### config.mk
export PLATFORM = sky130hd
export DESIGN_NAME = mac_tx_arbiter_flat
export DESIGN_NICKNAME = d
export VERILOG_FILES = /design/src/rtl/mac_tx_arbiter_if.sv /design/src/rtl/mac_tx_arbiter.sv /design/src/flat_wrapper.sv
export SDC_FILE = /design/constraint.sdc
export NUM_CORES = 1
export LEC_CHECK = 0
export CORE_MARGIN = 8
export CORE_UTILIZATION = 34
export CTS_BUF_LIST = sky130_fd_sc_hd__clkbuf_4 sky130_fd_sc_hd__clkbuf_8
export CTS_CLUSTER_DIAMETER = 40
export DETAILED_ROUTE_END_ITERATION = 8
export PLACE_DENSITY_LB_ADDON = 0.3
export SYNTH_ARGS = -nofsm -noshare
export SYNTH_HDL_FRONTEND = slang
export SYNTH_SLANG_ARGS = --single-unit
export TNS_END_PERCENT = 30
### constraint.sdc
create_clock -name sys_clk -period 2.6 [get_ports sys_clk]
set_input_delay 0.52 -clock sys_clk [delete_from_list [all_inputs] [get_ports sys_clk]]
set_output_delay 0.52 -clock sys_clk [all_outputs]
set_load 0.02 [all_outputs]
### src/rtl/mac_tx_arbiter_if.sv
// mac_tx_arbiter_if
// Bundles the frame-source side and the MAC TX byte path of the TX arbiter.
//   master : arbiter view (samples requests/bytes, drives grants and mac_tx_*)
//   slave  : environment view (frame sources and the TX framer)
// Signals:
//   src_req   [NUM_SRC]    per-source frame request, held until granted
//   src_grant [NUM_SRC]    one-hot grant
//   src_vld   [NUM_SRC]    byte valid per source
//   src_eop   [NUM_SRC]    last byte of frame, qualified by src_vld
//   src_dat   [8*NUM_SRC]  byte bus, source i at [8*i+7:8*i]
//   mac_tx_sop/eop/vld/dat forwarded byte stream into the framer
interface mac_tx_arbiter_if #(
  parameter int NUM_SRC = 3
);
  logic [NUM_SRC-1:0]   src_req;
  logic [NUM_SRC-1:0]   src_grant;
  logic [NUM_SRC-1:0]   src_vld;
  logic [NUM_SRC-1:0]   src_eop;
  logic [8*NUM_SRC-1:0] src_dat;
  logic                 mac_tx_sop;
  logic                 mac_tx_eop;
  logic                 mac_tx_vld;
  logic [7:0]           mac_tx_dat;

  modport master (
    input  src_req, src_vld, src_eop, src_dat,
    output src_grant, mac_tx_sop, mac_tx_eop, mac_tx_vld, mac_tx_dat
  );

  modport slave (
    output src_req, src_vld, src_eop, src_dat,
    input  src_grant, mac_tx_sop, mac_tx_eop, mac_tx_vld, mac_tx_dat
  );
endinterface

### src/rtl/mac_tx_arbiter.sv
// mac_tx_arbiter
// Round-robin scheduler sharing the single MAC TX byte path between NUM_SRC
// frame sources. One whole frame is granted at a time and forwarded through
// one register stage; afterwards an inter-frame gap is held so the framer FIFO
// drains before the next grant. Frames longer than MAX_LEN are cut (eop forced,
// err_trunc pulsed) and the remainder of the source frame is discarded.
// Optional feature: define MAC_TX_PACE_EN to size the gap from the frame length
// (max(IFG_CYCLES, len*CLK_PER_BYTE + PACE_OVH), saturated at 0xFFFF); without
// it the gap is a fixed IFG_CYCLES.
// Ports:
//   sys_clk, sys_rst  clock, asynchronous active-high reset
//   bus               mac_tx_arbiter_if.master (sources in, grant + mac_tx out)
//   arb_busy          high whenever the arbiter is not idle
//   err_trunc         1-cycle pulse alongside the forced eop of a cut frame
//   frame_cnt         frames forwarded since reset, wraps
module mac_tx_arbiter #(
  parameter int NUM_SRC      = 3,
  parameter int IFG_CYCLES   = 96,
  parameter int MAX_LEN      = 1514,
  parameter int CLK_PER_BYTE = 8,
  parameter int PACE_OVH     = 560
) (
  input  logic              sys_clk,
  input  logic              sys_rst,
  mac_tx_arbiter_if.master  bus,
  output logic              arb_busy,
  output logic              err_trunc,
  output logic [15:0]       frame_cnt
);
  localparam int              IDX_W    = $clog2(NUM_SRC);
  localparam logic [IDX_W:0]  NSRC     = (IDX_W+1)'(NUM_SRC);
  localparam logic [IDX_W:0]  ONE      = (IDX_W+1)'(1);
  localparam logic [10:0]     LAST_IDX = 11'(MAX_LEN - 1);

  if (NUM_SRC < 2 || NUM_SRC > 8 || MAX_LEN < 1 || MAX_LEN > 2047 ||
      IFG_CYCLES < 0 || CLK_PER_BYTE < 1 || PACE_OVH < 0) begin : g_bad_param
    $error("mac_tx_arbiter: parameter out of range");
  end

  typedef enum logic [1:0] {IDLE, XFER, DROP, GAP} state_t;
  state_t state_q, state_d;

  logic [IDX_W-1:0]   rr_ptr, gnt_idx, pick_idx, next_ptr, off;
  logic [IDX_W:0]     sum, nsum;
  logic [NUM_SRC-1:0] req_rot, gnt_q;
  logic               pick_vld;
  logic [10:0]        byte_cnt;
  logic [15:0]        gap_cnt, gap_ld;
  logic               g_vld, g_eop;
  logic [7:0]         g_dat;
  logic               take, fwd, last, trunc, load_gap;
  logic               tx_vld_p1, tx_sop_p1, tx_eop_p1, trunc_p1;
  logic [7:0]         tx_dat_p1;

`ifdef MAC_TX_PACE_EN
  function automatic logic [15:0] gap_sat(input logic [10:0] len);
    logic [31:0] paced;
    paced = 32'(len) * 32'(CLK_PER_BYTE) + 32'(PACE_OVH);
    if (paced > 32'h0000_FFFF) paced = 32'h0000_FFFF;
    if (paced < 32'(IFG_CYCLES)) paced = 32'(IFG_CYCLES);
    return paced[15:0];
  endfunction
  // A cut frame occupied the wire for MAX_LEN bytes, whatever the source sent.
  assign gap_ld = gap_sat((state_q == DROP) ? 11'(MAX_LEN) : byte_cnt + 11'd1);
`else
  function automatic logic [15:0] gap_sat();
    return (IFG_CYCLES > 65535) ? 16'hFFFF : 16'(IFG_CYCLES);
  endfunction
  assign gap_ld = gap_sat();
`endif

  // Rotate requests so bit 0 is the current pointer; the lowest set bit wins.
  always_comb begin
    req_rot  = NUM_SRC'({bus.src_req, bus.src_req} >> rr_ptr);
    pick_vld = |req_rot;
    off      = '0;
    for (int k = NUM_SRC - 1; k >= 0; k--) begin
      if (req_rot[k]) off = IDX_W'(k);
    end
    sum = {1'b0, rr_ptr} + {1'b0, off};
    if (sum >= NSRC) sum = sum - NSRC;
    pick_idx = sum[IDX_W-1:0];
    nsum = {1'b0, pick_idx} + ONE;
    if (nsum >= NSRC) nsum = '0;
    next_ptr = nsum[IDX_W-1:0];
  end

  assign g_vld = bus.src_vld[gnt_idx];
  assign g_eop = bus.src_eop[gnt_idx];
  assign g_dat = bus.src_dat[{gnt_idx, 3'b000} +: 8];

  always_ff @(posedge sys_clk or posedge sys_rst) begin
    if (sys_rst) state_q <= IDLE;
    else         state_q <= state_d;
  end

  always_comb begin
    state_d  = state_q;
    take     = 1'b0;
    fwd      = 1'b0;
    last     = 1'b0;
    trunc    = 1'b0;
    load_gap = 1'b0;
    case (state_q)
      IDLE: if (pick_vld) begin
        take    = 1'b1;
        state_d = XFER;
      end
      XFER: if (g_vld) begin
        fwd = 1'b1;
        if (g_eop) begin
          last     = 1'b1;
          load_gap = 1'b1;
          state_d  = GAP;
        end else if (byte_cnt == LAST_IDX) begin
          last    = 1'b1;
          trunc   = 1'b1;
          state_d = DROP;
        end
      end
      DROP: if (g_vld && g_eop) begin
        load_gap = 1'b1;
        state_d  = GAP;
      end
      GAP: if (gap_cnt <= 16'd1) state_d = IDLE;
      default: state_d = IDLE;
    endcase
  end

  // Stage p1: registered forward of the granted source's byte
  always_ff @(posedge sys_clk or posedge sys_rst) begin
    if (sys_rst) begin
      rr_ptr    <= '0;
      gnt_idx   <= '0;
      gnt_q     <= '0;
      byte_cnt  <= '0;
      gap_cnt   <= '0;
      frame_cnt <= '0;
      tx_vld_p1 <= 1'b0;
      tx_sop_p1 <= 1'b0;
      tx_eop_p1 <= 1'b0;
      tx_dat_p1 <= '0;
      trunc_p1  <= 1'b0;
    end else begin
      tx_vld_p1 <= fwd;
      tx_sop_p1 <= fwd && (byte_cnt == 11'd0);
      tx_eop_p1 <= last;
      tx_dat_p1 <= fwd ? g_dat : 8'h00;
      trunc_p1  <= trunc;
      if (take) begin
        gnt_q    <= {{(NUM_SRC-1){1'b0}}, 1'b1} << pick_idx;
        gnt_idx  <= pick_idx;
        rr_ptr   <= next_ptr;
        byte_cnt <= '0;
      end
      if (fwd)  byte_cnt  <= byte_cnt + 11'd1;
      if (last) frame_cnt <= frame_cnt + 16'd1;
      // Grant is released only on the source's own eop, never on truncation.
      if (load_gap) begin
        gnt_q   <= '0;
        gap_cnt <= gap_ld;
      end else if (state_q == GAP) begin
        gap_cnt <= gap_cnt - 16'd1;
      end
    end
  end

  assign bus.src_grant  = gnt_q;
  assign bus.mac_tx_vld = tx_vld_p1;
  assign bus.mac_tx_sop = tx_sop_p1;
  assign bus.mac_tx_eop = tx_eop_p1;
  assign bus.mac_tx_dat = tx_dat_p1;
  assign err_trunc      = trunc_p1;
  assign arb_busy       = (state_q != IDLE);
endmodule

### src/flat_wrapper.sv
// flat-port wrapper written by rule: the top's interface ports become plain ports
module mac_tx_arbiter_flat 
#(
  parameter int NUM_SRC      = 3,
  parameter int IFG_CYCLES   = 96,
  parameter int MAX_LEN      = 1514,
  parameter int CLK_PER_BYTE = 8,
  parameter int PACE_OVH     = 560
)
  (sys_clk, sys_rst, arb_busy, err_trunc, frame_cnt, bus_src_req, bus_src_vld, bus_src_eop, bus_src_dat, bus_src_grant, bus_mac_tx_sop, bus_mac_tx_eop, bus_mac_tx_vld, bus_mac_tx_dat);
  mac_tx_arbiter_if #(.NUM_SRC(NUM_SRC)) bus_i ();
  input  logic sys_clk;
  input  logic sys_rst;
  output logic arb_busy;
  output logic err_trunc;
  output logic [15:0] frame_cnt;
  input wire logic [$bits(bus_i.src_req)-1:0] bus_src_req;
  input wire logic [$bits(bus_i.src_vld)-1:0] bus_src_vld;
  input wire logic [$bits(bus_i.src_eop)-1:0] bus_src_eop;
  input wire logic [$bits(bus_i.src_dat)-1:0] bus_src_dat;
  output wire logic [$bits(bus_i.src_grant)-1:0] bus_src_grant;
  output wire logic [$bits(bus_i.mac_tx_sop)-1:0] bus_mac_tx_sop;
  output wire logic [$bits(bus_i.mac_tx_eop)-1:0] bus_mac_tx_eop;
  output wire logic [$bits(bus_i.mac_tx_vld)-1:0] bus_mac_tx_vld;
  output wire logic [$bits(bus_i.mac_tx_dat)-1:0] bus_mac_tx_dat;
  assign bus_i.src_req = bus_src_req;
  assign bus_i.src_vld = bus_src_vld;
  assign bus_i.src_eop = bus_src_eop;
  assign bus_i.src_dat = bus_src_dat;
  assign bus_src_grant = bus_i.src_grant;
  assign bus_mac_tx_sop = bus_i.mac_tx_sop;
  assign bus_mac_tx_eop = bus_i.mac_tx_eop;
  assign bus_mac_tx_vld = bus_i.mac_tx_vld;
  assign bus_mac_tx_dat = bus_i.mac_tx_dat;
  mac_tx_arbiter #(.NUM_SRC(NUM_SRC), .IFG_CYCLES(IFG_CYCLES), .MAX_LEN(MAX_LEN), .CLK_PER_BYTE(CLK_PER_BYTE), .PACE_OVH(PACE_OVH)) u_core (.sys_clk(sys_clk), .sys_rst(sys_rst), .bus(bus_i), .arb_busy(arb_busy), .err_trunc(err_trunc), .frame_cnt(frame_cnt));
endmodule
==> impl_metrics.tcl, run 1 <==
set metrics [dict create \
    ys_warn_count 0 \
    antenna_found_initial 0 \
    setup_ws_ps 83.06 \
    clock_latency_ps 340 \
    hold_ws_ps 452.3 \
    final_common_cell "clkdlybuf4s50_1" \
    synth_area_um2 3450 \
    dp_hpwl_mm 6.405 \
    synthCells 357 \
    finalCritPeriodShare_pct 96.81 \
    start_util_pct 35.13 \
    drv_slew 0 \
    synth-edff-count 0 \
    gp_congestion 0.8223 \
    seqPwrFrac_pct 32.8 \
    synthesis.nets 406 \
    postSynth.asyncResetShare_pct 100.0 \
    start_kind "flip-flop" \
    dieArea_um2 13620 \
    cp-end-kind "flip-flop" \
    clock_path_buffers 2 \
    slew_headroom_pct 58.38 \
    cts_buffers 9 \
    hold_buffers 0 \
    finalNonFillerCells 586 \
    wirelength_mm 8.664 \
    route.detailed.drc 0 \
    syn_to_final_growth_pct 36.02 \
    drt-initial-drc-count 123 \
    clk_pin_slew_worst_paths_ps 70 \
    min_path_type "in2async" \
    grt_max_degree 30 \
    postRouteAntennaNets 0 \
    root_buffer "clkbuf_8" \
    worstMarginPinSlew_ps 624.3 \
    wl_per_cell_um 14.78 \
    avgSynthCellArea_um2 9.663 \
    comb_power_share_pct 48.7 \
    io_buffers 66 \
    power.share.clock_pct 18.4 \
    ys_ff_latch 64 \
    antenna_cells 0 \
    vias 2862 \
    cpMaxStageDelayCell "fa_1" \
    crit_top_cell "ha_2" \
    row_count 36 \
    htree_levels 3 \
    drt_first_pass_iters 4 \
    cp_num_buf_inv 0 \
    p_int_mw 2.940 \
    pin_count 67 \
    cts_sinks 64 \
    grt_pass1_wl_mm 14.01 \
    cts_tree "done" \
    status "finished clean" \
    cpPeakStageDelay_ps 460 \
    synth_cell_type_count 56 \
    die_h_um 116.7 \
    drive_above_1_share_pct 14.57 \
    worstSetupPathType "reg2reg" \
    layout_common_cells "63 x clkdlybuf4s50_1, 62 x dfrtp_1, 53 x nor2_1, 23 x buf_4, 21 x nand2_1" \
    viasPerCell 4.884 \
    finClkSkew_ps 14.63 \
    path_max_fanout 4 \
    grt_usage_pct 13.07 \
    p_per_area_nw_per_um2 1027 \
    ir_worst_vdd_mv 0.4793 \
    place_ws_ps -603.1 \
    worstPathArrival_ps 2780 \
    dp_cells 569 \
    coreArea_um2 9819 \
    min_period_ps 2517 \
    p_leak_nw 2.155 \
    grt_overflow_total 0 \
    crit_family "adder cells" \
    maxClockFrequency_mhz 397.3 \
    dieWidth_um 116.7 \
    hold_viol 0 \
    finalSetupViolCount 0 \
    swShare_pct 38.97 \
    cp_cell_sequence "nor3b_4 > a22oi_1 > nand2_1 > ha_2 > fa_1 > ha_2 > or3_4 > o211a_1 > nor3_2" \
    rsz0062_at_grt "yes" \
    cap_viol_max_count 0 \
    grt_pass1_vias 2900 \
    synth_flop_cell "dfrtp_1" \
    switchingPower_mw 1.878 \
    worstPathRequired_ps 2860 \
    nets 497 \
    yosysSeqAreaShare_pct 46.43 \
]
-- cell usage after synthesis (all sizes together) (8+ instances only) --
| cell | number | area [um2] |
|---|---|---|
| a21oi | 16 | 80.08 |
| buf | 8 | 43.79 |
| dfrtp | 64 | 1602 |
| ha | 13 | 162.7 |
| inv | 19 | 71.31 |
| mux2i | 10 | 100.1 |
| nand2 | 22 | 85.09 |
| nand3 | 11 | 55.05 |
| nor2 | 54 | 202.7 |
| nor3 | 20 | 111.4 |
| nor4 | 8 | 71.32 |
| o21ai | 19 | 98.85 |
| xnor2 | 10 | 87.58 |
| xor2 | 18 | 157.7 |
-- logic make-up after synthesis --
logic type	count (synthesis)	share of synthesized area, %
flip-flops	64	46.43
AO/OA/AOI/OAI	64	12.48
buffers and inverters	30	3.663
XOR/XNOR	28	7.109
adder cells (fa/ha/maj)	14	5.296
multiplexers	12	3.555
AND/OR/NAND/NOR	145	21.47
-- metrics by stage --
| step | util (%) | total power [mW] | setup TNS, ps | cell area, um2 |
|---|---|---|---|---|
| after floorplan | - | 2.968 | 0 | 3450 |
| after global placement | 45.08 | 3.774 | -2757 | 4427 |
| after detailed placement | 45.08 | 3.827 | -3328 | 4427 |
| after CTS | 47.44 | 4.790 | 0 | 4658 |
| after global routing | 47.78 | 5.203 | -141.7 | 4692 |
| final | 47.78 | 4.818 | 0 | 4692 |
-- final timing paths --
path	depth (start not counted)	end	slack [ps]	from
max	9	u_core.bus.src_grant[0]	80	u_core.rr_ptr[1]
min	2	u_core.gap_cnt[5]	450	sys_rst
max reg2reg	9	u_core.bus.src_grant[0]	80	u_core.rr_ptr[1]
min reg2reg	1	u_core.frame_cnt[15]	470	u_core.frame_cnt[15]
max in group asynchronous	3	u_core.rr_ptr[1]	1510	sys_rst
min in group sys_clk	1	u_core.frame_cnt[15]	470	u_core.frame_cnt[15]
-- cell type report --
class,count,area (um2)
Sequential cell,64,1604
Tap cell,133,166.4
Fill cell,962,5127
Clock buffer,13,166.4
Clock inverter,3,40.04
Inverter,19,71.32
Multi-Input combinational cell,263,1774
Timing Repair Buffer,91,869.6
-- flip-flops by register name, summed over array words and instances (netlist names) --
signal / flops
u_core.state_q: 2
u_core.gap_cnt: 16
u_core.bus.mac_tx_sop: 1
u_core.rr_ptr: 2
u_core.bus.mac_tx_dat: 8
u_core.bus.mac_tx_eop: 1
u_core.bus.mac_tx_vld: 1
u_core.err_trunc: 1
u_core.gnt_idx: 2
u_core.bus.src_grant: 3
u_core.byte_cnt: 11
u_core.frame_cnt: 16
-- power groups by stage --
| stage | Combinational [mW] | Clock (mW) | Sequential [mW] |
|---|---|---|---|
| after floorplan | 1.35 | 0 | 1.62 |
| after global placement | 2.19 | 0 | 1.58 |
| after detailed placement | 2.24 | 0 | 1.59 |
| after CTS | 2.30 | 0.920 | 1.57 |
| after global routing | 2.61 | 0.960 | 1.63 |
| final | 2.35 | 0.888 | 1.58 |
-- worst reg2reg max path, stage by stage (launching register included) --
cell and delay (ps):
dfrtp_2 450, nor3b_4 170, a22oi_1 160, nand2_1 80
ha_2 170, fa_1 460, ha_2 220, or3_4 340
o211a_1 240, nor3_2 150
-- what timing repair did --
action	CTS	global route
endpoints found under the setup margin	7	6
pin swaps	6	9
setup buffers	0	1
cloned	0	0
hold endpoints to repair	0	0
resized for setup	10	7
-- layer usage --
layer	GRT usage, %	vias to the layer above	part of all wire, %
met1	15.36	1389	44
met4	3.840	0	0.74
met2	22.18	48	50
met3	4.343	4	5.0
li1	-	1421	-
met5	0	-	0
(Power assumes the default switching activity.)
==> run 2: changes to the inputs <==
--- a/config.mk
+++ b/config.mk
@@ -8,9 +8,8 @@
 export CORE_MARGIN = 8
 export CORE_UTILIZATION = 34
 export CTS_BUF_LIST = sky130_fd_sc_hd__clkbuf_4 sky130_fd_sc_hd__clkbuf_8
-export CTS_CLUSTER_DIAMETER = 40
+export CTS_CLUSTER_DIAMETER = 200
 export DETAILED_ROUTE_END_ITERATION = 8
-export PLACE_DENSITY_LB_ADDON = 0.3
 export SYNTH_ARGS = -nofsm -noshare
 export SYNTH_HDL_FRONTEND = slang
 export SYNTH_SLANG_ARGS = --single-unit
==> run 2 against run 1 <==
Compared with the run above: largest cell class unchanged; sequential power hardly changed; critical path type unchanged; highest routed layer unchanged; flip-flop and latch count unchanged; design area fell by 1.1%; non-clock buffer count down 1; hold slack got worse by 75 ps; largest power group unchanged.
==> impl_metrics.tcl, run 2 (synthesis gave the netlist of run 1 again) <==
set metrics [dict create \
    clock_path_buffers 2 \
    r2r-start "u_core.rr_ptr[1]" \
    worstReg2RegEnd "u_core.bus.src_grant[0]" \
    power.share.clock_pct 15.9 \
    setup_ws_ps 6.318 \
    finalSetupViolCount 0 \
    p_leak_nw 2.132 \
    cp_cell_sequence "nor3b_4 > a22oi_1 > nand2_1 > ha_2 > fa_1 > ha_2 > or3_4 > o211a_1 > nor3_2" \
    drive_above_1_share_pct 14.00 \
    worstMarginPinSlew_ps 563.1 \
    finalCritPeriodShare_pct 99.76 \
    cpPeakStageDelay_ps 490 \
    comb_power_share_pct 50.3 \
    worstSetupPathType "reg2reg" \
    hold_buffers 0 \
    antenna_found_initial 0 \
    finalNonFillerCells 583 \
    cts_tree "done" \
    grt_pass1_vias 2942 \
    min_period_ps 2594 \
    cpMaxStageDelayCell "fa_1" \
    rsz0062_at_grt "yes" \
    antenna_cells 0 \
    grt_max_degree 36 \
    gp_congestion 0.8639 \
    coreArea_um2 9819 \
    top_layer "met4" \
    syn_to_final_growth_pct 34.53 \
    die_h_um 116.7 \
    cp-end-kind "flip-flop" \
    rrSetupSlack_ps 6 \
    start_kind "flip-flop" \
    p_per_area_nw_per_um2 1004 \
    wl_per_cell_um 14.42 \
    pin_count 67 \
    drv_slew 0 \
    path_max_fanout 4 \
    root_buffer "clkbuf_8" \
    wirelength_mm 8.408 \
    crit_top_cell "ha_2" \
    vias 2830 \
    fin_setup_tns_ps 0 \
    dp_cells 569 \
    hold_viol 0 \
    dp_hpwl_mm 6.427 \
    grt_pass1_wl_mm 14.18 \
    swShare_pct 39.95 \
    drt_first_pass_iters 4 \
    cts_sinks 64 \
    totalPowerFinal_mw 4.660 \
    maxClockFrequency_mhz 385.6 \
    grt_overflow_total 0 \
    grt_usage_pct 13.15 \
    top_regs "u_core.frame_cnt: 16 flops, u_core.gap_cnt: 16 flops, u_core.byte_cnt: 11 flops" \
    layout_common_cells "63 x clkdlybuf4s50_1, 63 x dfrtp_1, 53 x nor2_1, 23 x buf_4, 21 x nand2_1" \
    r2r_cells 9 \
    dr_wl_met3_um 424 \
    route.detailed.drc 0 \
    worstPathRequired_ps 2860 \
    ir_worst_vdd_mv 0.3544 \
    min_path_type "in2async" \
    switchingPower_mw 1.862 \
    dieArea_um2 13620 \
    start_util_pct 35.13 \
    nets 496 \
    finClkSkew_ps 9.626 \
    postRouteAntennaNets 0 \
    cap_viol_max_count 0 \
    wl_met2_mm 4.256 \
    clk_pin_slew_worst_paths_ps 60 \
    row_count 36 \
    viasPerCell 4.854 \
    io_buffers 66 \
    clock_latency_ps 340 \
    place_ws_ps -599.4 \
    met1_length_mm 3.567 \
    slew_headroom_pct 62.42 \
    status "finished clean" \
    cp_num_buf_inv 0 \
    p_int_mw 2.798 \
    dieWidth_um 116.7 \
    htree_levels 3 \
    drt-initial-drc-count 119 \
    crit_family "adder cells" \
    worstPathArrival_ps 2850 \
    postCtsSetupRepairBufs 0 \
    seqPwrFrac_pct 33.8 \
    cts_buffers 9 \
]
## run 2: metrics by stage
stage / utilization [%] / hold slack, ps / cell area, um2
after floorplan: - / 454.4 / 3450
after global placement: 44.95 / 459.1 / 4414
after detailed placement: 44.95 / 470.7 / 4414
after CTS: 46.94 / 370.1 / 4609
after global routing: 47.26 / 384.3 / 4641
final: 47.26 / 377.7 / 4641
## run 2: how the worst max path moves through the flow
stage	start	end	slack [ps]	depth (start not counted)
after floorplan	bus_src_req[2]	u_core.bus.src_grant[0]	6	9
after global placement	bus_src_req[2]	u_core.bus.src_grant[0]	-510	10
after detailed placement	bus_src_req[2]	u_core.bus.src_grant[0]	-600	10
after CTS	bus_src_req[0]	u_core.bus.src_grant[0]	10	9
after global routing	u_core.rr_ptr[1]	u_core.bus.src_grant[0]	-80	9
final	u_core.rr_ptr[1]	u_core.bus.src_grant[0]	6	9
## run 2: final cells by class
type                    count  area, um2
clock buffers              13      160.2
clock inverters             1      5.005
fillers                   986       5179
inverters                  19      71.32
multi-input cells         263       1780
flip-flops and latches     64       1603
well taps                 133      166.4
repair buffers             90      854.6
## run 2: routing by layer
| layer | vias up | track usage, % |
|---|---|---|
| li1 | 1421 | - |
| met1 | 1351 | 14.96 |
| met2 | 43 | 22.79 |
| met3 | 15 | 3.671 |
| met4 | 0 | 5.290 |
| met5 | - | 0 |
## run 2: timing repair
item                                    4_1_cts  5_1_grt
hold endpoints to repair                      0        0
pin swaps                                     6       10
endpoints found under the setup margin        7        7
resized for setup                            10        9
## run 2: power by group through the flow
stage / Combinational, mW / Sequential (mW) / Clock, mW
2_1_floorplan: 1.35 / 1.62 / 0
3_3_place_gp: 2.18 / 1.58 / 0
3_5_place_dp: 2.24 / 1.59 / 0
4_1_cts: 2.30 / 1.57 / 0.766
5_1_grt: 2.63 / 1.63 / 0.811
6_report: 2.34 / 1.58 / 0.740
==> run 3: changes to the inputs <==
--- a/config.mk
+++ b/config.mk
@@ -7,7 +7,7 @@
 export LEC_CHECK = 0
 export CORE_MARGIN = 8
 export CORE_UTILIZATION = 34
-export CTS_BUF_LIST = sky130_fd_sc_hd__clkbuf_4 sky130_fd_sc_hd__clkbuf_8
+export CTS_BUF_LIST = sky130_fd_sc_hd__clkbuf_4
 export CTS_CLUSTER_DIAMETER = 200
 export DETAILED_ROUTE_END_ITERATION = 8
 export SYNTH_ARGS = -nofsm -noshare
==> run 3 against run 2 <==
Compared with the run above: combinational power about the same; clock skew up 6.3 ps; design area down 1.6%; largest cell class unchanged; flip-flop and latch count unchanged; critical path depth up 1; critical path type is now in2reg; hold slack worse by 78 ps; register-to-register slack better by 30 ps; clock power down 27%; highest routed layer unchanged; critical endpoint unchanged; fmax up 0.10%; sequential power about the same.
==> impl_metrics.tcl, run 3 (synthesis gave the netlist of run 1 again) <==
set metrics [dict create \
    status "finished clean" \
    worstMarginPinSlew_ps 563.4 \
    wirelength_mm 8.338 \
    worstPathRequired_ps 2930 \
    slew_headroom_pct 62.40 \
    postRouteAntennaNets 0 \
    comb_power_share_pct 52.6 \
    cpPeakStageDelay_ps 480 \
    antenna_cells 0 \
    finalSetupViolCount 0 \
    crit_family "adder cells" \
    grt_overflow_total 0 \
    maxClockFrequency_mhz 385.9 \
    crit_top_cell "ha_2" \
    rsz0062_at_grt "yes" \
    wl_per_cell_um 14.30 \
    finClkSkew_ps 15.88 \
    start_kind "input pin" \
    cpMaxStageDelayCell "clkdlybuf4s50_1" \
    antenna_found_initial 0 \
    postCtsSetupRepairBufs 0 \
    layout_common_cells "65 x clkdlybuf4s50_1, 64 x dfrtp_1, 53 x nor2_1, 23 x buf_4, 21 x nand2_1" \
    cts_buffers 9 \
    final_common_cell "clkdlybuf4s50_1" \
    io_buffers 66 \
    gp_congestion 0.8639 \
    route.detailed.drc 0 \
    min_period_ps 2591 \
    grt_usage_pct 13.08 \
    hold_buffers 0 \
    seqPwrFrac_pct 35.3 \
    drive_above_1_share_pct 13.11 \
    finalCritPeriodShare_pct 99.66 \
    switchingPower_mw 1.832 \
    min_path_type "in2async" \
    coreArea_um2 9819 \
    worstPathArrival_ps 2920 \
    cp-end-kind "flip-flop" \
    p_int_mw 2.615 \
    hold_ws_ps 299.3 \
    top_regs "u_core.frame_cnt: 16 flops, u_core.gap_cnt: 16 flops, u_core.byte_cnt: 11 flops" \
    grt_pass1_vias 2907 \
    fillCellCount 995 \
    dieArea_um2 13620 \
    vias 2839 \
    cp_cell_sequence "clkdlybuf4s50_1 > nor2b_1 > a22oi_1 > nand2_1 > ha_2 > fa_1 > ha_2 > or3_4 > o211a_1 > nor3_2" \
    grt_pass1_wl_mm 14.05 \
    dieWidth_um 116.7 \
    row_count 36 \
    clock_latency_ps 410 \
    p_leak_nw 2.092 \
    drt_first_pass_iters 5 \
    cts_tree "done" \
    nets 496 \
    p_per_area_nw_per_um2 974.2 \
    worstSetupPathType "in2reg" \
    clock_path_buffers 2 \
    cap_viol_max_count 0 \
    viasPerCell 4.870 \
    die_h_um 116.7 \
    hold_viol 0 \
    root_buffer "clkbuf_4" \
    grt_max_degree 36 \
    htree_levels 3 \
    post-route-util_pct 46.48 \
    start_util_pct 35.13 \
    cp_num_buf_inv 1 \
    drt-initial-drc-count 110 \
    dp_hpwl_mm 6.427 \
    clk_pin_slew_worst_paths_ps 90 \
    drv_slew 0 \
    swShare_pct 41.20 \
    syn_to_final_growth_pct 32.32 \
    cts_sinks 64 \
    path_max_fanout 3 \
    ir_worst_vdd_mv 0.3292 \
    power.share.clock_pct 12.1 \
    pin_count 67 \
]
run 3: final timing paths:
kind,start,end,slack (ps),cells past startpoint
worst max-delay path,bus_src_req[1],u_core.bus.src_grant[0],9,10
worst min-delay path,sys_rst,u_core.bus.mac_tx_dat[7],300,2
worst max register to register,u_core.rr_ptr[1],u_core.bus.src_grant[0],40,9
worst min register to register,u_core.frame_cnt[15],u_core.frame_cnt[15],480,1
max in group asynchronous,sys_rst,u_core.bus.mac_tx_vld,1650,3
min in group sys_clk,u_core.frame_cnt[15],u_core.frame_cnt[15],480,1
run 3: power groups by stage:
| stage | Combinational (mW) | Sequential [mW] | Clock, mW |
|---|---|---|---|
| after floorplan | 1.35 | 1.62 | 0 |
| after global placement | 2.18 | 1.58 | 0 |
| after detailed placement | 2.24 | 1.59 | 0 |
| after CTS | 2.30 | 1.57 | 0.568 |
| after global routing | 2.63 | 1.62 | 0.606 |
| final | 2.34 | 1.57 | 0.539 |
run 3: what timing repair did:
item,4_1_cts,5_1_grt
endpoints found under the setup margin,5,7
gates resized for setup,7,6
pin swaps,5,1
hold endpoints to repair,0,0
run 3: stage by stage:
step                power, mW  setup TNS, ps  instances  setup slack, ps  instance area (um2)
finish                  4.447              0        583            8.942                 4564
global route            4.854         -196.5        583           -91.74                 4564
CTS                     4.433              0        583            44.88                 4538
detailed placement      3.830          -3382        569           -599.4                 4414
global placement        3.759          -2753        569           -505.2                 4414
floorplan               2.968              0        357            6.380                 3450
run 3: routing by layer:
layer	wire (um)	share of wire [%]	global-route usage, %	up-vias
met1	3522	42	14.74	1355
li1	-	-	-	1422
met2	4230	51	22.67	45
met4	170	2.0	5.546	0
met5	0	0	0	-
met3	416	5.0	3.671	17
run 3: final cells by class:
class                   instances  area, um2  area share [%]
repair buffers                 90      852.1           18.67
well taps                     133      166.4           3.646
clock buffers                  12      90.09           1.974
clock inverters                 2      8.758          0.1919
inverters                      19      71.32           1.562
multi-input cells             263       1774           38.87
flip-flops and latches         64       1602           35.09
